`src/rtl/mc_ctrl_unit.sv`:
```
// -----------------------------------------------------------------------------
// mc_ctrl_unit
// Multi-cycle MIPS control FSM. Each instruction passes through
// FETCH / DECODE / EXEC / MEM / WB. Every datapath strobe is decoded
// combinationally from the current state and the instruction fields.
// The FSM stalls on mem_ready and counts retired instructions.
// Instructions: add, sub, ori, lw, sw, beq, lui, jal, jr and nop.
// An unknown opcode raises illegal in DECODE and the instruction is skipped.
//
// Ports
//   clk, rst_n         clock (rising edge), asynchronous active-low reset
//   op, func           IR[31:26] / IR[5:0], valid from DECODE onward
//   zero               ALU equal flag, used by beq in EXEC
//   mem_ready          memory completes the current mem_rd / mem_wr this cycle
//   mem_rd, mem_wr     memory read / write request
//   iord               memory address select: 0 = PC, 1 = ALU result
//   ir_we, pc_we       IR / PC write enables
//   reg_write          register-file write enable
//   pc_src             0 = PC+4, 1 = branch target, 2 = jump target, 3 = GPR[rs]
//   reg_dst            0 = rt, 1 = rd, 2 = $31
//   wb_sel             0 = ALU, 1 = memory data, 2 = imm16<<16, 3 = PC (+4)
//   alu_src_b, ext_op  ALU B operand select / immediate extension mode
//   alu_op             ALU function: add = 0, sub = 1, or = 3
//   state              IDLE = 0, FETCH = 1, DECODE = 2, EXEC = 3, MEM = 4, WB = 5
//   retire             pulse on the final cycle of each instruction
//   illegal            pulse in DECODE on an unknown opcode
//   retire_cnt         retired instruction count, wraps at 2^CNT_W
// -----------------------------------------------------------------------------
module mc_ctrl_unit #(
    parameter int ALUOP_W = 2,
    parameter int CNT_W   = 32
) (
    input  logic               clk,
    input  logic               rst_n,
    input  logic [5:0]         op,
    input  logic [5:0]         func,
    input  logic               zero,
    input  logic               mem_ready,
    output logic               mem_rd,
    output logic               mem_wr,
    output logic               iord,
    output logic               ir_we,
    output logic               pc_we,
    output logic               reg_write,
    output logic [1:0]         pc_src,
    output logic [1:0]         reg_dst,
    output logic [1:0]         wb_sel,
    output logic               alu_src_b,
    output logic               ext_op,
    output logic [ALUOP_W-1:0] alu_op,
    output logic [2:0]         state,
    output logic               retire,
    output logic               illegal,
    output logic [CNT_W-1:0]   retire_cnt
);

    localparam logic [2:0] S_IDLE   = 3'd0;
    localparam logic [2:0] S_FETCH  = 3'd1;
    localparam logic [2:0] S_DECODE = 3'd2;
    localparam logic [2:0] S_EXEC   = 3'd3;
    localparam logic [2:0] S_MEM    = 3'd4;
    localparam logic [2:0] S_WB     = 3'd5;

    localparam logic [5:0] OP_RTYPE = 6'h00;
    localparam logic [5:0] OP_JAL   = 6'h03;
    localparam logic [5:0] OP_BEQ   = 6'h04;
    localparam logic [5:0] OP_ORI   = 6'h0D;
    localparam logic [5:0] OP_LUI   = 6'h0F;
    localparam logic [5:0] OP_LW    = 6'h23;
    localparam logic [5:0] OP_SW    = 6'h2B;

    localparam logic [5:0] FN_JR    = 6'h08;
    localparam logic [5:0] FN_ADD   = 6'h20;
    localparam logic [5:0] FN_SUB   = 6'h22;

    localparam logic [ALUOP_W-1:0] ALU_ADD = ALUOP_W'(0);
    localparam logic [ALUOP_W-1:0] ALU_SUB = ALUOP_W'(1);
    localparam logic [ALUOP_W-1:0] ALU_OR  = ALUOP_W'(3);

    logic [2:0] next_state;

    // Instruction class decode.
    logic is_rtype, is_add, is_sub, is_jr, is_nop;
    logic is_jal, is_beq, is_ori, is_lui, is_lw, is_sw, is_known;

    assign is_rtype = (op == OP_RTYPE);
    assign is_add   = is_rtype && (func == FN_ADD);
    assign is_sub   = is_rtype && (func == FN_SUB);
    assign is_jr    = is_rtype && (func == FN_JR);
    assign is_nop   = is_rtype && !is_add && !is_sub && !is_jr;
    assign is_jal   = (op == OP_JAL);
    assign is_beq   = (op == OP_BEQ);
    assign is_ori   = (op == OP_ORI);
    assign is_lui   = (op == OP_LUI);
    assign is_lw    = (op == OP_LW);
    assign is_sw    = (op == OP_SW);
    assign is_known = is_rtype || is_jal || is_beq || is_ori || is_lui || is_lw || is_sw;

    // ALU controls belonging to the instruction; gated onto the outputs only
    // in the states where the instruction keeps the ALU busy.
    logic [ALUOP_W-1:0] ins_alu_op;
    logic               ins_alu_src_b;
    logic               ins_ext_op;

    always_comb begin
        // NOTE: every signal gets a default before the branches, so no path
        // leaves a variable unassigned and no latch is inferred.
        ins_alu_op    = ALU_ADD;
        ins_alu_src_b = 1'b0;
        ins_ext_op    = 1'b0;
        if (is_sub || is_beq) begin
            ins_alu_op = ALU_SUB;
        end else if (is_ori) begin
            ins_alu_op    = ALU_OR;
            ins_alu_src_b = 1'b1;
            ins_ext_op    = 1'b1;
        end else if (is_lw || is_sw) begin
            ins_alu_src_b = 1'b1;
        end
    end

    always_comb begin
        next_state = state;
        mem_rd     = 1'b0;
        mem_wr     = 1'b0;
        iord       = 1'b0;
        ir_we      = 1'b0;
        pc_we      = 1'b0;
        reg_write  = 1'b0;
        pc_src     = 2'd0;
        reg_dst    = 2'd0;
        wb_sel     = 2'd0;
        alu_src_b  = 1'b0;
        ext_op     = 1'b0;
        alu_op     = ALU_ADD;
        retire     = 1'b0;
        illegal    = 1'b0;

        case (state)
            S_IDLE: next_state = S_FETCH;

            S_FETCH: begin
                mem_rd = 1'b1;
                if (mem_ready) begin
                    ir_we      = 1'b1;
                    pc_we      = 1'b1;
                    next_state = S_DECODE;
                end
            end

            S_DECODE: begin
                if (!is_known) begin
                    illegal    = 1'b1;
                    next_state = S_FETCH;
                end else if (is_jal) begin
                    reg_write  = 1'b1;
                    reg_dst    = 2'd2;
                    wb_sel     = 2'd3;
                    pc_we      = 1'b1;
                    pc_src     = 2'd2;
                    retire     = 1'b1;
                    next_state = S_FETCH;
                end else if (is_jr) begin
                    pc_we      = 1'b1;
                    pc_src     = 2'd3;
                    retire     = 1'b1;
                    next_state = S_FETCH;
                end else if (is_nop) begin
                    retire     = 1'b1;
                    next_state = S_FETCH;
                end else begin
                    next_state = S_EXEC;
                end
            end

            S_EXEC: begin
                alu_op    = ins_alu_op;
                alu_src_b = ins_alu_src_b;
                ext_op    = ins_ext_op;
                if (is_beq) begin
                    // Branch resolves here: the PC is written only when taken.
                    pc_src     = 2'd1;
                    pc_we      = zero;
                    retire     = 1'b1;
                    next_state = S_FETCH;
                end else if (is_lw || is_sw) begin
                    next_state = S_MEM;
                end else begin
                    next_state = S_WB;
                end
            end

            S_MEM: begin
                // Address and request held steady until memory completes.
                iord      = 1'b1;
                alu_op    = ins_alu_op;
                alu_src_b = ins_alu_src_b;
                ext_op    = ins_ext_op;
                mem_rd    = is_lw;
                mem_wr    = is_sw;
                if (mem_ready) begin
                    if (is_sw) begin
                        retire     = 1'b1;
                        next_state = S_FETCH;
                    end else begin
                        next_state = S_WB;
                    end
                end
            end

            S_WB: begin
                reg_write  = 1'b1;
                retire     = 1'b1;
                next_state = S_FETCH;
                if (is_add || is_sub) begin
                    reg_dst = 2'd1;
                end else if (is_lw) begin
                    wb_sel = 2'd1;
                end else if (is_lui) begin
                    wb_sel = 2'd2;
                end else if (is_ori) begin
                    alu_op    = ins_alu_op;
                    alu_src_b = ins_alu_src_b;
                    ext_op    = ins_ext_op;
                end
            end

            default: next_state = S_IDLE;
        endcase
    end

    always_ff @(posedge clk or negedge rst_n) begin
        if (!rst_n) begin
            state      <= S_IDLE;
            retire_cnt <= '0;
        end else begin
            // NOTE: registered state uses non-blocking assignments so every
            // flop samples pre-edge values regardless of statement order.
            state <= next_state;
            if (retire) begin
                retire_cnt <= retire_cnt + CNT_W'(1);
            end
        end
    end

endmodule

```
`config.mk`:
```
export PLATFORM = sky130hd
export DESIGN_NAME = mc_ctrl_unit
export DESIGN_NICKNAME = d
export VERILOG_FILES = /design/src/rtl/mc_ctrl_unit.sv
export SDC_FILE = /design/constraint.sdc
export NUM_CORES = 1
export LEC_CHECK = 0
export CELL_PAD_IN_SITES_DETAIL_PLACEMENT = 0
export CELL_PAD_IN_SITES_GLOBAL_PLACEMENT = 2
export CORE_MARGIN = 4
export CORE_UTILIZATION = 28
export CTS_BUF_LIST = sky130_fd_sc_hd__clkbuf_2
export CTS_CLUSTER_DIAMETER = 50
export DETAILED_ROUTE_END_ITERATION = 6
export PLACE_DENSITY = 0.8
export SLEW_MARGIN = 40
export SYNTH_ARGS = -nofsm -noshare
export SYNTH_HDL_FRONTEND = slang
export SYNTH_SLANG_ARGS = --single-unit
```
`constraint.sdc`:
```
create_clock -name clk -period 2.8 [get_ports clk]
set_input_delay 0.28 -clock clk [delete_from_list [all_inputs] [get_ports clk]]
set_output_delay 0.28 -clock clk [all_outputs]
set_load 0.02 [all_outputs]
```
# Word level (Yosys, flattened, before mapping)
# Cells that the tools add are included.
[word_totals]
regBits = 35
output_inout_bits = 53
[op_classes]
eq_ne = 16
add_sub_neg = 1
muxes = 70
reduce_logical = 23
[op_table]
columns = ["cell", "count"]
rows = [
  ["$mux 2", 20],
  ["$mux 1", 35],
  ["$add 32x1->32 const B", 1],
  ["$eq 6x6->1 const B", 4],
  ["$eq 6x4->1 const B", 3],
  ["$pmux 2 s2", 4],
  ["$pmux 3 s5", 1],
  ["$mux 3", 4],
  ["$logic_or 1x1->1", 9],
  ["$pmux 1 s2", 4],
  ["$eq 3x2->1 const B", 2],
  ["$eq 3x3->1 const B", 2],
  ["$eq 6x2->1 const B", 1],
  ["$eq 6x3->1 const B", 1],
  ["$logic_and 1x1->1", 6],
  ["$logic_not 6->1", 1],
  ["$ne 2x2->1 const B", 2],
  ["$pmux 1 s4", 1],
  ["$reduce_or 2->1", 2],
  ["$eq 3x1->1 const B", 1],
  ["$logic_not 1->1", 3],
  ["$logic_not 3->1", 1],
  ["$pmux 1 s3", 1],
  ["$reduce_and 2->1", 1],
]

# Longest topological paths before layout
# Gate-level depths: netlist (run 1).
[depth]
depth_word = 11
ltp_mapped = 8
depth_no_buf = 7

# Worst setup path before layout (run 1)
# Ideal clock, no wire load.
[synth_path]
kind = "register to register"
start = "register state[2]"
end = "register retire_cnt[27]"
slack_ps = 517
t_required_ps = 2720
synth_period_minus_slack_ps = 2283
arrival_ps = 2203
stages_incl_launch_ff = 8
path_cell_list = "dfrtp_1 inv_1 ha_1 clkbuf_1 nand4b_1 clkbuf_1 nor4_1 xor2_1"
[synth_between]
elab_chain_len = 2
[synth_lines]
columns = ["item", "line", "source"]
rows = [
  ["start, declared", "51", "output logic [2:0] state,"],
  ["start signal, assigned", "239", "state <= next_state;"],
  ["$eq 3x3->1 / $eq 3x2->1 (equally long branches)", "139", "case (state)"],
  ["$pmux 1 s4 *", "139", ""],
  ["end signal, assigned", "241", "retire_cnt <= retire_cnt + CNT_W'(1);"],
  ["end, declared", "54", "output logic [CNT_W-1:0] retire_cnt"],
]
# Every way passes the cells marked *; elsewhere a longest branch is shown, timed or not.
# A chain may end at the register's enable or synchronous reset.

# Worst setup path after layout (run 1)
[layout_path]
start = "input op[2]"
end = "output wb_sel[1]"
[layout_between]
elab_chain_len = 9
[layout_lines]
columns = ["item", "line", "source"]
rows = [
  ["start, declared", "35", "input logic [5:0] op,"],
  ["$eq 6x2->1 / $logic_not 6->1 (equally long branches)", "91, 86", ""],
  ["$logic_or 1x1->1 (6 in a row)", "97", "assign is_known = is_rtype || is_jal || is_beq || is_ori || is_lui || is_lw || is_sw;"],
  ["$mux 2", "152", "if (!is_known) begin"],
  ["$pmux 2 s2 *", "139", ""],
  ["end, declared", "47", "output logic [1:0] wb_sel,"],
]
# Marked as above.

==> results.cfg, run 1 <==
[timing]
max-slew-margin-rel_pct = 64.01
layout_min_cycle_time_ns = 2.610
report.final.slew_viol_count = 0
report.final.setup_viol = 0
post_route_clock_skew_ns = 0.01960
rsz_0062_raised_after_global_routing = false
maxClockFrequency_ghz = 0.3831
final_min_period_over_clock_period_pct = 93.22
final_hold_viol_count = 0
worstMarginPinSlew_ns = 0.5383

[synth]
fraction_of_the_yosys_area_taken_by_sequential_cells_pct = 40.96
synth_area_leader_cell = sky130_fd_sc_hd__dfrtp_1
synth.cell_area_um2 = 2138
synth_most_common_cell = sky130_fd_sc_hd__dfrtp_1
synth.distinct_cells = 44
synth_common_cells = sky130_fd_sc_hd__dfrtp_1 (35), sky130_fd_sc_hd__xor2_1 (30), sky130_fd_sc_hd__nand2_1 (24)
synth.net_count = 254
post_synth.cell_area_avg_um2 = 9.099
synth-edff-count = 0
yosys_most_used_dff = sky130_fd_sc_hd__dfrtp_1
post-synth-top-area-fraction_pct = 40.96
ys.warnings.count = 0
post_synth_inst_count = 235
flops_latches_synth = 35
ys_top_cells_by_area = sky130_fd_sc_hd__dfrtp_1 (41%), sky130_fd_sc_hd__xor2_1 (12%), sky130_fd_sc_hd__nor4_1 (5.3%)
postSynth.asyncResetShare_pct = 100.0

[critical_path]
start_kind = input pin
delay_of_the_slowest_cell_on_the_worst_path_ns = 0.56
critical_path.max_fanout = 4
worst_flop_to_flop_path_endpoint = retire_cnt[31]
timing.reg2reg.worst_path_depth = 7
criticalPathCategory = in2out
worstPathCellList = clkdlybuf4s50_1, and4b_1, a21oi_1, a2111o_1, buf_4, inv_1, nand2_1, o41ai_1, dlygate4sd2_1
critPathArrivalTime_ns = 2.33
critical_path_required_ns = 2.52
r2r-start = state[2]
critical_path.endpoint_type = output pin
critical-path-slowest-cell = sky130_fd_sc_hd__clkdlybuf4s50_1
reg2reg_setup_slack_ns = 0.53

[placement]
placement.cell_area_um2 = 3062
port-buffer-count = 68
globalplace.congestion = 0.8334
hpwl_um = 4571

[power_and_ir_drop]
power_leakage_nw = 1.314
p_per_area_nw_per_um2 = 523.7
total_power_mw = 1.645
irDropWorstVdd_mv = 0.3699

[routing]
drt-pass1-iter-count = 4
overall_routed_net_length_um = 6043
route.detailed.drc = 0
viasPerCell = 4.929
drt-initial-drc-count = 49
average_wire_per_standard_cell_um = 14.29
antenna_left = 0
num_vias = 2085

[finish]
antenna-diode-count = 0
post_route_cells_drive_above_1_share_pct = 12.35
fin_nets = 342
area_delta_synth_final_pct = 46.87
filler_cell_count = 715
final_area_um2 = 3141

[floorplan]
die-area_um2 = 9099
die_h_um = 95.39
number_of_ports_placed_on_the_die_boundary = 69
std_cell_rows = 31
core_area_um2 = 7331
die_x_um = 95.39
initial_standard_cell_utilization_of_the_core_pct = 29.17

[global_route]
global_route.usage.total_pct = 13.70
antenna_found_initial = 0
grt_start_max_net_pins = 36
number_of_global_route_vias_before_repair = 2055
first_pass_grt_wire_length_um = 9887
grt.overflow.total = 0

[cts]
tritoncts_num_sinks = 35
root_buffer = sky130_fd_sc_hd__clkbuf_2
clock_tree_from_tritoncts = done
clock_tree.buffer_depth = 2
cts.htree.levels = 2
clock_insertion_delay_worst_skew_ns = 0.38
clk_pin_slew_ns = 0.20
cts-buffers-inserted = 5

[min_path]
hold_class = in2async

[run]
drv_cap = 0

[outcome]
outcome = finished clean
## cell usage in the layout, fill, tap and decap left out, types with 2 or more instances in the layout
| cell type | Yosys | routed |
|---|---|---|
| sky130_fd_sc_hd__clkdlybuf4s50_1 | 0 | 55 |
| sky130_fd_sc_hd__buf_4 | 1 | 21 |
| sky130_fd_sc_hd__inv_1 | 8 | 8 |
| sky130_fd_sc_hd__dfrtp_2 | 0 | 3 |
| sky130_fd_sc_hd__or2_2 | 2 | 2 |
| sky130_fd_sc_hd__xor2_1 | 30 | 30 |
| sky130_fd_sc_hd__nor3_1 | 13 | 13 |
| sky130_fd_sc_hd__or3_1 | 3 | 3 |
| sky130_fd_sc_hd__o21ai_0 | 2 | 2 |
| sky130_fd_sc_hd__dlygate4sd2_1 | 0 | 8 |
| sky130_fd_sc_hd__nor2_1 | 19 | 19 |
| sky130_fd_sc_hd__dlymetal6s2s_1 | 0 | 5 |
| sky130_fd_sc_hd__and3_1 | 5 | 5 |
| sky130_fd_sc_hd__a21oi_1 | 8 | 8 |
| sky130_fd_sc_hd__nor4_1 | 18 | 18 |
| sky130_fd_sc_hd__ha_1 | 3 | 3 |
| sky130_fd_sc_hd__nand2_1 | 24 | 24 |
| sky130_fd_sc_hd__and2_1 | 4 | 4 |
| sky130_fd_sc_hd__nand3_1 | 14 | 14 |
| sky130_fd_sc_hd__dfrtp_1 | 35 | 32 |
| sky130_fd_sc_hd__nor4b_2 | 4 | 4 |
| sky130_fd_sc_hd__nor3b_1 | 4 | 4 |
| sky130_fd_sc_hd__nand4_1 | 6 | 6 |
| sky130_fd_sc_hd__clkbuf_2 | 0 | 5 |
| sky130_fd_sc_hd__nand4b_1 | 2 | 2 |
| sky130_fd_sc_hd__nand2b_1 | 2 | 2 |
## worst max-delay path, delay by kind of cell
kind	cells	cell delay [ns]
AO/OA/AOI/OAI	3	0.55
buffers and inverters	4	1.17
AND/OR/NAND/NOR	2	0.34
## layer usage
metal	global-route usage [%]	share of wire, %
met1	19.29	48
met2	21.52	46
met3	2.762	4.8
met4	3.436	1.0
met5	0	0
## timing repair
| item | in CTS | in global routing |
|---|---|---|
| hold endpoints to repair | 0 | 0 |
| hold buffers | 0 | 0 |
| gates resized for setup | 9 | 8 |
| pin swaps | 0 | 0 |
| setup endpoints to repair | 9 | 4 |
| cloned | 0 | 0 |
| setup buffers | 0 | 0 |
## through the flow
step	cells	setup WS, ns	hold slack, ns	util [%]	setup TNS [ns]
after floorplan	235	0.5173	-0.01559	-	0
after global placement	415	-0.08522	0.4608	41.76	-0.3240
after detailed placement	415	-0.1232	0.4756	41.76	-0.6033
after CTS	423	0.01330	0.2706	42.62	0
after global routing	423	0.08362	0.2927	42.84	0
final	423	0.1898	0.2816	42.84	0
## worst max path at each step
stage	start	endpoint	slack [ns]
2_1_floorplan	state[2]	retire_cnt[27]	0.52
3_3_place_gp	op[5]	retire	-0.09
3_5_place_dp	op[3]	wb_sel[1]	-0.12
4_1_cts	state[2]	alu_src_b	0.01
5_1_grt	op[5]	pc_we	0.08
6_report	op[2]	wb_sel[1]	0.19
## layout make-up
class / count / area, µm² / share of cell area, %
Timing Repair Buffer: 89 / 840.8 / 26.77
Clock buffer: 5 / 25.02 / 0.7968
Multi-Input combinational cell: 184 / 1202 / 38.29
Inverter: 8 / 30.03 / 0.9562
Clock inverter: 3 / 38.79 / 1.235
Sequential cell: 35 / 879.6 / 28.01
Tap cell: 99 / 123.9 / 3.944
## registers in the layout, summed over array words and instances (netlist names)
name        cells
retire_cnt     32
state           3
## logic make-up (layout without fill, tap and decap cells)
family,count (synthesis),count (layout),synth area share (%)
flip-flops,35,35,40.96
AO/OA/AOI/OAI,21,21,6.613
AND/OR/NAND/NOR,127,127,33.76
multiplexers,2,2,0.9947
buffers and inverters,16,105,3.218
XOR/XNOR,31,31,12.70
adder cells (fa/ha/maj),3,3,1.756
## power by group
part | total (mW) | internal, mW | switching, mW | leakage, nW
Sequential | 0.648 | 0.559 | 0.0889 | 0.355
Combinational | 0.673 | 0.295 | 0.378 | 0.919
Clock | 0.324 | 0.147 | 0.177 | 0.0404
No activity file was read; power rests on OpenSTA's default activity.
==> inputs of run 2 (changes only) <==
CELL_PAD_IN_SITES_DETAIL_PLACEMENT = 2   (was 0)
CTS_CLUSTER_SIZE = 10   (was not set)
==> run 2 against run 1 <==
- sequential power about the same
- final cell count unchanged
- global-route usage rose by 2.9 points
- register-to-register slack worse by 0.03 ns
- routed wire length increased by 19%
- total power down 5.0%
- design area decreased by 0.92%
- count of clock-buffer cells in the layout is the same
- maximum frequency is 1.7% lower
- largest power group unchanged
- highest routed layer unchanged
==> results.cfg, run 2 (synthesis gave the netlist of run 1 again) <==
[outcome]
outcome = finished clean

[critical_path]
criticalPathCategory = in2out
start_kind = input pin
worstPathCellList = clkdlybuf4s50_1, nand2b_1, nand4b_1, a2111o_1, buf_4, a21oi_1, and2_1, dlygate4sd2_1
reg2reg_setup_slack_ns = 0.50
critical_path.max_fanout = 5
critPathArrivalTime_ns = 2.38
delay_of_the_slowest_cell_on_the_worst_path_ns = 0.55
critical_path_required_ns = 2.52
critical-path-slowest-cell = sky130_fd_sc_hd__clkdlybuf4s50_1
critical_path.endpoint_type = output pin

[finish]
filler_cell_count = 803
post_route_cells_drive_above_1_share_pct = 13.58
biggestRegsByFlops = retire_cnt (32), state (3)
layout_common_cells = sky130_fd_sc_hd__clkdlybuf4s50_1 (55), sky130_fd_sc_hd__dfrtp_1 (32), sky130_fd_sc_hd__xor2_1 (30), sky130_fd_sc_hd__nand2_1 (24), sky130_fd_sc_hd__buf_4 (22)
final_area_um2 = 3112
flip_flop_count_of_the_largest_register_after_layout = 32
final_util_pct = 42.45
final_cells = 423
most_common_library_cell_in_the_layout_ignoring_fill_and_taps = sky130_fd_sc_hd__clkdlybuf4s50_1
area_delta_synth_final_pct = 45.52
fin_nets = 343
antenna-diode-count = 0
largest_register = retire_cnt

[timing]
report.final.setup_viol = 0
maxClockFrequency_ghz = 0.3766
fin_worst_hold_slack_ns = 0.2730
final_min_period_over_clock_period_pct = 94.84
report.final.slew_viol_count = 0
final_hold_viol_count = 0
max-slew-margin-rel_pct = 62.76
post_route_clock_skew_ns = 0.03161
layout_min_cycle_time_ns = 2.656
final.setup.tns_ns = 0
rsz_0062_raised_after_global_routing = false
worstMarginPinSlew_ns = 0.5570
finalWorstSetupSlack_ns = 0.1444

[floorplan]
die-area_um2 = 9099
die_h_um = 95.39
number_of_ports_placed_on_the_die_boundary = 69
die_x_um = 95.39
core_area_um2 = 7331
initial_standard_cell_utilization_of_the_core_pct = 29.17
std_cell_rows = 31

[cts]
clock_insertion_delay_worst_skew_ns = 0.39
cts-buffers-inserted = 5
tritoncts_num_sinks = 35
clk_pin_slew_ns = 0.20
clock_tree_from_tritoncts = done
hold_buffers = 0
clock_tree.buffer_depth = 2
cts.htree.levels = 2
root_buffer = sky130_fd_sc_hd__clkbuf_2

[routing]
drt-initial-drc-count = 59
drt-pass1-iter-count = 6
num_vias = 2156
antenna_left = 0
overall_routed_net_length_um = 7217
route.detailed.drc = 0
viasPerCell = 5.097
average_wire_per_standard_cell_um = 17.06

[global_route]
antenna_found_initial = 0
global_route.usage.total_pct = 16.58
grt.overflow.total = 0
grt_start_max_net_pins = 36
first_pass_grt_wire_length_um = 11840
number_of_global_route_vias_before_repair = 2324

[run]
drv_cap = 0

[placement]
placed_cells_incl_taps = 415
place_ws_ns = -0.1577
hpwl_um = 5619
globalplace.congestion = 0.8334
placement.cell_area_um2 = 3062
port-buffer-count = 68

[power_and_ir_drop]
power_switching_mw = 0.6571
power_frac_comb_pct = 44.1
total_power_mw = 1.563
p_clk_share_pct = 14.5
power_leakage_nw = 1.278
power.share.switching_pct = 42.05
p_per_area_nw_per_um2 = 502.2
power_frac_seq_pct = 41.4
irDropWorstVdd_mv = 0.3765
power_report.internal_total_mw = 0.9055

[min_path]
hold_class = in2async
==> run 2: power groups by stage <==
stage	Combinational [mW]	Clock, mW	Sequential (mW)
floorplan	0.336	0	0.682
CTS	0.698	0.234	0.646
global placement	0.688	0	0.654
detailed placement	0.702	0	0.655
finish	0.689	0.226	0.648
global route	0.754	0.261	0.665
==> run 2: final cells by class <==
type	instances	area (µm²)	area share (%)
Tap cell	99	123.9	3.981
Timing Repair Buffer	90	833.3	26.78
Sequential cell	35	879.6	28.27
Clock buffer	5	25.02	0.8042
Clock inverter	2	8.758	0.2815
Inverter	8	30.03	0.9650
Multi-Input combinational cell	184	1211	38.92
==> run 2: final timing paths <==
kind,start,end,depth (start not counted)
max in group asynchronous,rst_n,state[0],2
worst min register to register,retire_cnt[31],retire_cnt[31],1
worst min-delay path,rst_n,retire_cnt[30],2
worst max-delay path,op[5],pc_src[1],8
min in group clk,retire_cnt[31],retire_cnt[31],1
worst max register to register,state[2],retire_cnt[24],7
==> run 2: critical path: cells and delay by family <==
kind | cells | cell delay [ns]
AND/OR/NAND/NOR | 3 | 0.41
AO/OA/AOI/OAI | 2 | 0.65
buffers and inverters | 3 | 1.04
==> run 2: repair_timing <==
item                                    4_1_cts  5_1_grt
endpoints found under the setup margin       12        6
pin swaps                                     0        1
gates resized for setup                      11       13
buffers inserted                              0        1
==> run 2: metal layers <==
metal / routed length (µm) / GRT usage (%)
met4: 42 / 2.488
met2: 3551 / 28.34
met1: 3432 / 22.56
met5: 0 / 0
met3: 191 / 2.605
